$ cat config.mk
export PLATFORM = sky130hd
export DESIGN_NAME = uart_rx_checked
export DESIGN_NICKNAME = d
export VERILOG_FILES = /design/src/rtl/uart_rx_checked.sv
export SDC_FILE = /design/constraint.sdc
export NUM_CORES = 1
export LEC_CHECK = 0
export BUFFER_PORTS_ARGS = -buffer_cell sky130_fd_sc_hd__buf_2
export CAP_MARGIN = 25
export CORE_AREA = 2 2 70 72
export CTS_CLUSTER_SIZE = 25
export DETAILED_ROUTE_END_ITERATION = 16
export DIE_AREA = 0 0 72 74
export PLACE_DENSITY = 0.53
export SYNTH_ARGS = -nofsm -noshare
export SYNTH_HDL_FRONTEND = slang
export SYNTH_SLANG_ARGS = --single-unit
$ cat constraint.sdc
create_clock -name i_Clock -period 1.6 [get_ports i_Clock]
set_input_delay 0.08 -clock i_Clock [delete_from_list [all_inputs] [get_ports i_Clock]]
set_output_delay 0.08 -clock i_Clock [all_outputs]
set_load 0.03 [all_outputs]
$ cat src/rtl/uart_rx_checked.sv
// uart_rx_checked
// UART receiver: 8 data bits LSB first, optional parity, 1 stop bit.
// The serial line is synchronised, and each bit is decided by a 3-sample
// majority vote around mid-bit. Short low glitches on an idle line are
// rejected as false starts. Each completed frame produces a one-cycle
// valid pulse with the byte and the parity, framing and break flags.
//
// Parameters
//   CLKS_PER_BIT  clocks per bit period (>= 8)
//   PARITY        0 = none, 1 = odd, 2 = even
//
// Ports
//   i_Clock       system clock, rising edge
//   i_Rst_L       synchronous active-low reset
//   i_RX_Serial   asynchronous serial line, idle high
//   o_RX_DV       one-cycle pulse when a frame completes
//   o_RX_Byte     received byte, updated only with o_RX_DV
//   o_Parity_Err  parity mismatch, qualified by o_RX_DV
//   o_Frame_Err   stop bit sampled low, qualified by o_RX_DV
//   o_Break       framing error on an all-zero frame, qualified by o_RX_DV
//   o_RX_Active   high from start-bit detection until back in idle
module uart_rx_checked #(
  parameter int CLKS_PER_BIT = 217,
  parameter int PARITY       = 0
) (
  input  logic       i_Clock,
  input  logic       i_Rst_L,
  input  logic       i_RX_Serial,
  output logic       o_RX_DV,
  output logic [7:0] o_RX_Byte,
  output logic       o_Parity_Err,
  output logic       o_Frame_Err,
  output logic       o_Break,
  output logic       o_RX_Active
);

  localparam int CNT_W = $clog2(CLKS_PER_BIT);
  localparam int HALF  = CLKS_PER_BIT / 2;

  localparam logic [CNT_W-1:0] CNT_LAST = CNT_W'(CLKS_PER_BIT - 1);
  localparam logic [CNT_W-1:0] CNT_S0   = CNT_W'(HALF - 1);
  localparam logic [CNT_W-1:0] CNT_S1   = CNT_W'(HALF);
  localparam logic [CNT_W-1:0] CNT_VOTE = CNT_W'(HALF + 1);

  typedef enum logic [2:0] {
    ST_IDLE,
    ST_START,
    ST_DATA,
    ST_PARITY,
    ST_STOP,
    ST_WAIT_HIGH
  } state_t;

  function automatic logic maj3(input logic a, input logic b, input logic c);
    return (a & b) | (a & c) | (b & c);
  endfunction

  // Odd parity expects an odd number of ones across data plus parity bit,
  // even parity an even number.
  function automatic logic parity_error(input logic [7:0] d, input logic p);
    logic x;
    x = (^d) ^ p;
    if (PARITY == 0) return 1'b0;
    return x != (PARITY == 1);
  endfunction

  // Control state
  logic             rx_meta_q, rx_s_q;
  state_t           state_q, state_d;
  logic [CNT_W-1:0] cnt_q, cnt_d;
  logic [2:0]       bit_idx_q, bit_idx_d;
  logic             dv_q, dv_d;
  logic [7:0]       byte_q, byte_d;
  logic             perr_q, perr_d;
  logic             ferr_q, ferr_d;
  logic             brk_q, brk_d;

  // Datapath (no reset: every bit is written before it is consumed)
  logic             smp0_q, smp1_q;
  logic [7:0]       shreg_q;
  logic             par_bit_q;

  logic             vote;
  logic             at_vote;
  logic             bit_end;

  // The third sample is rx_s itself at count HALF+1, so the vote is
  // complete in that cycle and everything depending on it is registered
  // there; the decision becomes visible in the following cycle.
  assign vote    = maj3(smp0_q, smp1_q, rx_s_q);
  assign at_vote = (cnt_q == CNT_VOTE);
  assign bit_end = (cnt_q == CNT_LAST);

  always_ff @(posedge i_Clock) begin
    if (!i_Rst_L) begin
      rx_meta_q <= 1'b1;
      rx_s_q    <= 1'b1;
      state_q   <= ST_IDLE;
      cnt_q     <= '0;
      bit_idx_q <= '0;
      dv_q      <= 1'b0;
      byte_q    <= 8'h00;
      perr_q    <= 1'b0;
      ferr_q    <= 1'b0;
      brk_q     <= 1'b0;
    end else begin
      rx_meta_q <= i_RX_Serial;
      rx_s_q    <= rx_meta_q;
      state_q   <= state_d;
      cnt_q     <= cnt_d;
      bit_idx_q <= bit_idx_d;
      dv_q      <= dv_d;
      byte_q    <= byte_d;
      perr_q    <= perr_d;
      ferr_q    <= ferr_d;
      brk_q     <= brk_d;
    end
  end

  always_ff @(posedge i_Clock) begin
    if (cnt_q == CNT_S0) smp0_q <= rx_s_q;
    if (cnt_q == CNT_S1) smp1_q <= rx_s_q;
    if (at_vote && state_q == ST_DATA)   shreg_q[bit_idx_q] <= vote;
    if (at_vote && state_q == ST_PARITY) par_bit_q <= vote;
  end

  always_comb begin
    state_d   = state_q;
    cnt_d     = bit_end ? '0 : cnt_q + 1'b1;
    bit_idx_d = bit_idx_q;
    dv_d      = 1'b0;
    byte_d    = byte_q;
    perr_d    = 1'b0;
    ferr_d    = 1'b0;
    brk_d     = 1'b0;

    case (state_q)
      ST_IDLE: begin
        cnt_d     = '0;
        bit_idx_d = '0;
        if (!rx_s_q) state_d = ST_START;
      end

      ST_START: begin
        if (at_vote && vote) begin
          // Line came back high by mid-bit: treat as a glitch.
          state_d = ST_IDLE;
          cnt_d   = '0;
        end else if (bit_end) begin
          state_d   = ST_DATA;
          bit_idx_d = '0;
        end
      end

      ST_DATA: begin
        if (bit_end) begin
          if (bit_idx_q == 3'd7) begin
            state_d = (PARITY != 0) ? ST_PARITY : ST_STOP;
          end else begin
            bit_idx_d = bit_idx_q + 3'd1;
          end
        end
      end

      ST_PARITY: begin
        if (bit_end) state_d = ST_STOP;
      end

      ST_STOP: begin
        if (at_vote) begin
          dv_d   = 1'b1;
          byte_d = shreg_q;
          perr_d = parity_error(shreg_q, par_bit_q);
          ferr_d = !vote;
          brk_d  = !vote && (shreg_q == 8'h00) &&
                   ((PARITY == 0) || !par_bit_q);
          cnt_d  = '0;
          // Leaving mid-stop lets the next start edge be caught with no gap.
          state_d = vote ? ST_IDLE : ST_WAIT_HIGH;
        end
      end

      ST_WAIT_HIGH: begin
        cnt_d = '0;
        if (rx_s_q) state_d = ST_IDLE;
      end

      default: begin
        state_d = ST_IDLE;
        cnt_d   = '0;
      end
    endcase
  end

  assign o_RX_DV      = dv_q;
  assign o_RX_Byte    = byte_q;
  assign o_Parity_Err = perr_q;
  assign o_Frame_Err  = ferr_q;
  assign o_Break      = brk_q;
  assign o_RX_Active  = (state_q != ST_IDLE);

endmodule

## Word-level counts from Yosys, hierarchy flattened

Index checks and enable logic that the tools add are counted.

| word-level totals | value |
|---|---|
| flip-flop bits (word level) | 39 |
| input port bits | 3 |
| logic and storage cells | 90 |

| operators by class | value |
|---|---|
| $add $sub $neg | 2 |
| order comparisons | 2 |
| eq/ne operators | 20 |
| multiplexer cells | 25 |
| bitwise logic cells | 9 |
| reduce and logical (&&, ||, !) cells | 18 |

Operators with widths:

| kind | count |
|---|---|
| 2-to-1 mux 3 bit | 13 |
| == test 8 x 7 -> 1 bit (second input constant) | 3 |
| 2-to-1 mux 8 bit | 3 |
| one-hot mux 8 bit (3 select lines) | 1 |
| one-hot mux 3 bit (6 select lines) | 1 |
| != test 2 bit (second input constant) | 8 |
| == test 3 bit (second input constant) | 3 |
| one-hot mux 3 bit (3 select lines) | 1 |
| adder 8 x 1 -> 8 bit (second input constant) | 1 |
| bitwise mux 8 bit | 1 |
| == test 8 bit (second input constant) | 1 |
| zero test 8 bit | 1 |
| XOR reduction 8 bit | 1 |
| AND reduction 7 bit | 1 |
| == test 3 x 2 -> 1 bit (second input constant) | 2 |
| nonzero test 3 bit | 2 |
| logical AND 1 bit | 5 |
| AND reduction 5 bit | 1 |
| less-than comparator 3 x 4 -> 1 bit (second input constant) | 1 |
| 2-to-1 mux 1 bit | 4 |
| AND reduction 2 bit | 2 |
| OR reduction 4 bit | 1 |
| adder 3 x 1 -> 3 bit (second input constant) | 1 |
| bitwise AND 1 bit | 3 |
| other kinds (12) | 15 |

## Logic depth before layout (Yosys ltp)

| logic depth | value |
|---|---|
| depth after elaboration | 6 |
| gate-level depth with buffers | 7 |
| gate-level depth less buffers | 6 |

## Worst setup path before layout

No wires, ideal clock.

| timing | value |
|---|---|
| path type | register to register |
| start | register cnt_q[0] |
| end | register shreg_q[0] (enable) |
| arrival time | 1.439 ns |
| data required time | 1.288 ns |
| setup slack | -0.151 ns |
| stages on the path, launching flop included | 6 |
| buffers on the path | 0 |
| clock period less this slack | 1.751 ns |
| path through | dfxtp_1 ha_1 and3_1 nand2_2 or4_4 nor3_1 |

| on the way | value |
|---|---|
| longest elaborated chain between the ends | 2 |

Ends and longest elaborated chain:

| what | RTL line | RTL |
|---|---|---|
| start, declared | 70 | `logic [CNT_W-1:0] cnt_q, cnt_d;` |
| start signal, assigned | 110 | `cnt_q <= cnt_d;` |
| == test 8 x 7 -> 1 bit | 91 | `assign at_vote = (cnt_q == CNT_VOTE);` |
| logical AND 1 bit | 123 | `if (at_vote && state_q == ST_DATA) shreg_q[bit_idx_q] <= vote;` |
| end signal, assigned by index | 123 |  |
| end, declared | 80 | `logic [7:0] shreg_q;` |

No other way between the ends.
A chain may end at the register's enable or synchronous reset.

## Worst setup path in the final report

| timing | value |
|---|---|
| start | register cnt_q[1] |
| end | register shreg_q[1] (enable) |

Same word-level chain as after synthesis.

==> flow_summary.toml <==
[setup_path]
timing.rr.end = "shreg_q[1]$_DFFE_PP_"
cp-end-kind = "flop"
crit_path_start_kind = "flop"
critPathKind = "reg -> reg"
critPathRequiredTime_ns = 1.60
path_cells = "inv_2 -> ha_4 -> and3_4 -> nand2_4 -> or4_4 -> nor3_4"
r2r_cells = 6
path_max_fanout = 4
crit_arrival_ns = 1.72
r2r_start = "cnt_q[1]$_SDFF_PN0_"
crit_slowest_cell = "or4_4"
max_stage_delay_ns = 0.53
reg2reg_slack_ns = -0.11

[power_and_ir_drop]
p_sw_frac = 0.301
clkPwrFrac = 0.289
leakage_nw = 0.917
intPower_mw = 1.53
power.total_mw = 2.18
powerDensity_nw_per_um2 = 944
ir_drop_mv = 0.607
seqPwrFrac = 0.491
combPwrFrac = 0.221
p_switching_mw = 0.656

[final_layout]
syn2layout_area_growth_pct = 34.0
finalNonFillerCells = 271
fin_nets = 224
final_common_cell = "buf_4"
diodes = 0
drive_above_1_share = 0.424
nFillCells = 424
layout_common_cells = "29 x buf_4, 22 x dfxtp_1, 14 x buf_2"

[detailed_routing]
drt_first_pass_iters = 4
wire_per_inst_um = 14.3
route.detailed.drc = 0
drtIter0Drc = 55
antenna_left = 0
vias = 1424
drt-vias-per-instance = 5.25
wl_um = 3890

[hold_path]
holdCritStartpoint = "i_Rst_L"
min_to = "state_q[2]$_SDFFE_PN0P_"
hold_depth = 2
min_path_type = "in -> reg"

[cts]
clock_latency_ns = 0.29
cts.sink_count = 37
ctsRootBufferMaster = "clkbuf_8"
path_clk_slew_ns = 0.08
cts_tree = "yes"
numCtsBuffers = 5
htree_levels = 2
cts_buffer_depth = 2

[synthesis]
yosysSeqAreaShare = 0.487
synth.distinct_cells = 44
ys_ff_latch = 37
synth_edf_count = 10
syn_avg_cell_area_um2 = 10.3
ys_async_sr_fraction = 0
syn_inst = 168
synth_area_um2 = 1730
synthFlopType = "dfxtp_1"
ys_warn_count = 0
synth_nets = 176

[grt]
grt_pass1_vias = 1398
gr-total-overflow = 0
grtUsageTotal = 0.159
grt_max_degree = 13
antenna_found_initial = 0
grt_pass1_wl_um = 6490

[placement]
port-buffer-count = 14
placed_cells = 254
place_hpwl_um = 2730
gp_congestion = 0.763

[sta]
setup_viol = 12
finalClockSkew_ns = 0.0106
rsz0062_at_grt = "true"
fmax_ghz = 0.584
finalHoldViolations = 0
fin_ws_ns = -0.113
post-route-period-util = 1.07
slew_violations = 0
min_period_ns = 1.71

[die]
io_pins = 16
die_w_um = 72
core_area_um2 = 4600
dieArea_um2 = 5330
rows = 25
die_h_um = 74
initial_core_util = 0.375

[outcome]
status = "finished, violations left"
violations = "setup timing"

[job]
cap_violations = 0
-- critical path: cells and delay by family (launching register included) --
family	cells	cell delay, ns
fa+ha+maj	1	0.11
simple gates	4	0.93
buf+inv	1	0.07
flops	1	0.33
-- registers in the layout (all words and copies together) (netlist names), 3 cells and up --
register   cells
cnt_q          8
state_q        3
bit_idx_q      3
o_RX_Byte      8
shreg_q        8
-- final cells by class --
class	instances	area, um^2	share of cell area
clock buffers	6	72.6	0.0314
well taps	54	67.6	0.0292
inverters	5	18.8	0.00812
clock inverters	2	10.0	0.00433
repair buffers	48	343	0.148
flip-flops and latches	37	850	0.367
multi-input cells	119	951	0.411
-- timing repair --
| item | in CTS | in global routing |
|---|---|---|
| resized for setup | 19 | 12 |
| hold buffers | 1 | 0 |
| buffers inserted | 5 | 3 |
| pin swaps | 11 | 9 |
| endpoints found under the setup margin | 17 | 30 |
| hold endpoints to repair | 1 | 0 |
| gates cloned | 0 | 1 |
-- logic make-up (layout without fill, tap and decap cells) --
family | Yosys count | after routing | share of synthesized area
AO/OA/AOI/OAI | 27 | 27 | 0.117
XOR/XNOR | 6 | 6 | 0.0305
adder cells (fa/ha/maj) | 6 | 6 | 0.0421
buffers and inverters | 13 | 61 | 0.0348
flip-flops | 37 | 37 | 0.487
multiplexers | 8 | 8 | 0.0464
other | 1 | 1 | 0.00217
AND/OR/NAND/NOR | 70 | 71 | 0.239
-- worst max path at each step --
stage / to / cells after the start / slack [ns] / from
4_1_cts: shreg_q[1]$_DFFE_PP_ / 6 / -0.11 / cnt_q[1]$_SDFF_PN0_
2_1_floorplan: shreg_q[0]$_DFFE_PP_ / 6 / -0.06 / cnt_q[1]$_SDFF_PN0_
3_5_place_dp: shreg_q[1]$_DFFE_PP_ / 6 / -0.14 / cnt_q[1]$_SDFF_PN0_
5_1_grt: shreg_q[7]$_DFFE_PP_ / 6 / -0.19 / cnt_q[1]$_SDFF_PN0_
6_report: shreg_q[1]$_DFFE_PP_ / 6 / -0.11 / cnt_q[1]$_SDFF_PN0_
3_3_place_gp: shreg_q[5]$_DFFE_PP_ / 6 / -0.09 / cnt_q[1]$_SDFF_PN0_
-- per-stage QoR --
stage	TNS [ns]	hold slack (ns)	setup WS [ns]	utilization	area, um^2
after global placement	-0.997	0.262	-0.0893	0.450	2070
after floorplan	-0.397	0.181	-0.0585	-	1770
after detailed placement	-1.50	0.276	-0.136	0.450	2070
after CTS	-0.656	0.122	-0.113	0.493	2270
final	-0.710	0.125	-0.113	0.503	2310
after global routing	-2.07	0.141	-0.187	0.503	2310
-- synthesized netlist by cell type (2+ instances only) --
master,instances,area (um^2)
a21boi_0,3,22.5
and2_1,2,12.5
nor2_1,16,60.1
mux2i_1,8,80.1
xnor2_1,2,17.5
a31oi_1,2,12.5
nand3_1,2,10.0
a21oi_1,2,10.0
ha_1,5,62.6
nor4_1,3,18.8
o311a_1,3,30.0
or4_4,2,22.5
o21ai_0,4,20.0
and4b_1,3,30.0
nand2_1,9,33.8
xor2_1,4,35.0
inv_1,5,18.8
nor3_1,2,10.0
and3_1,6,37.5
nor2b_1,8,50.1
a31o_2,3,26.3
and3b_1,2,17.5
edfxtp_1,10,300
nand2b_1,8,50.1
buf_4,2,15.0
buf_2,2,10.0
clkbuf_1,3,11.3
o211ai_1,5,37.5
dfxtp_1,27,541
-- routing by layer --
metal,global-route usage,part of all wire,up-vias
met5,0,0,-
met4,0.0629,0.017,0
met3,0.0447,0.039,8
met2,0.286,0.52,33
met1,0.180,0.43,683
li1,-,-,700
-- power by group through the flow --
stage          sequential, mW  clock [mW]  combinational (mW)
2_1_floorplan            1.04           0               0.306
3_3_place_gp             1.09           0               0.404
3_5_place_dp             1.09           0               0.405
4_1_cts                  1.07       0.647               0.441
5_1_grt                  1.08       0.693               0.529
6_report                 1.07       0.630               0.482
Power figures use the tool's default switching activity.
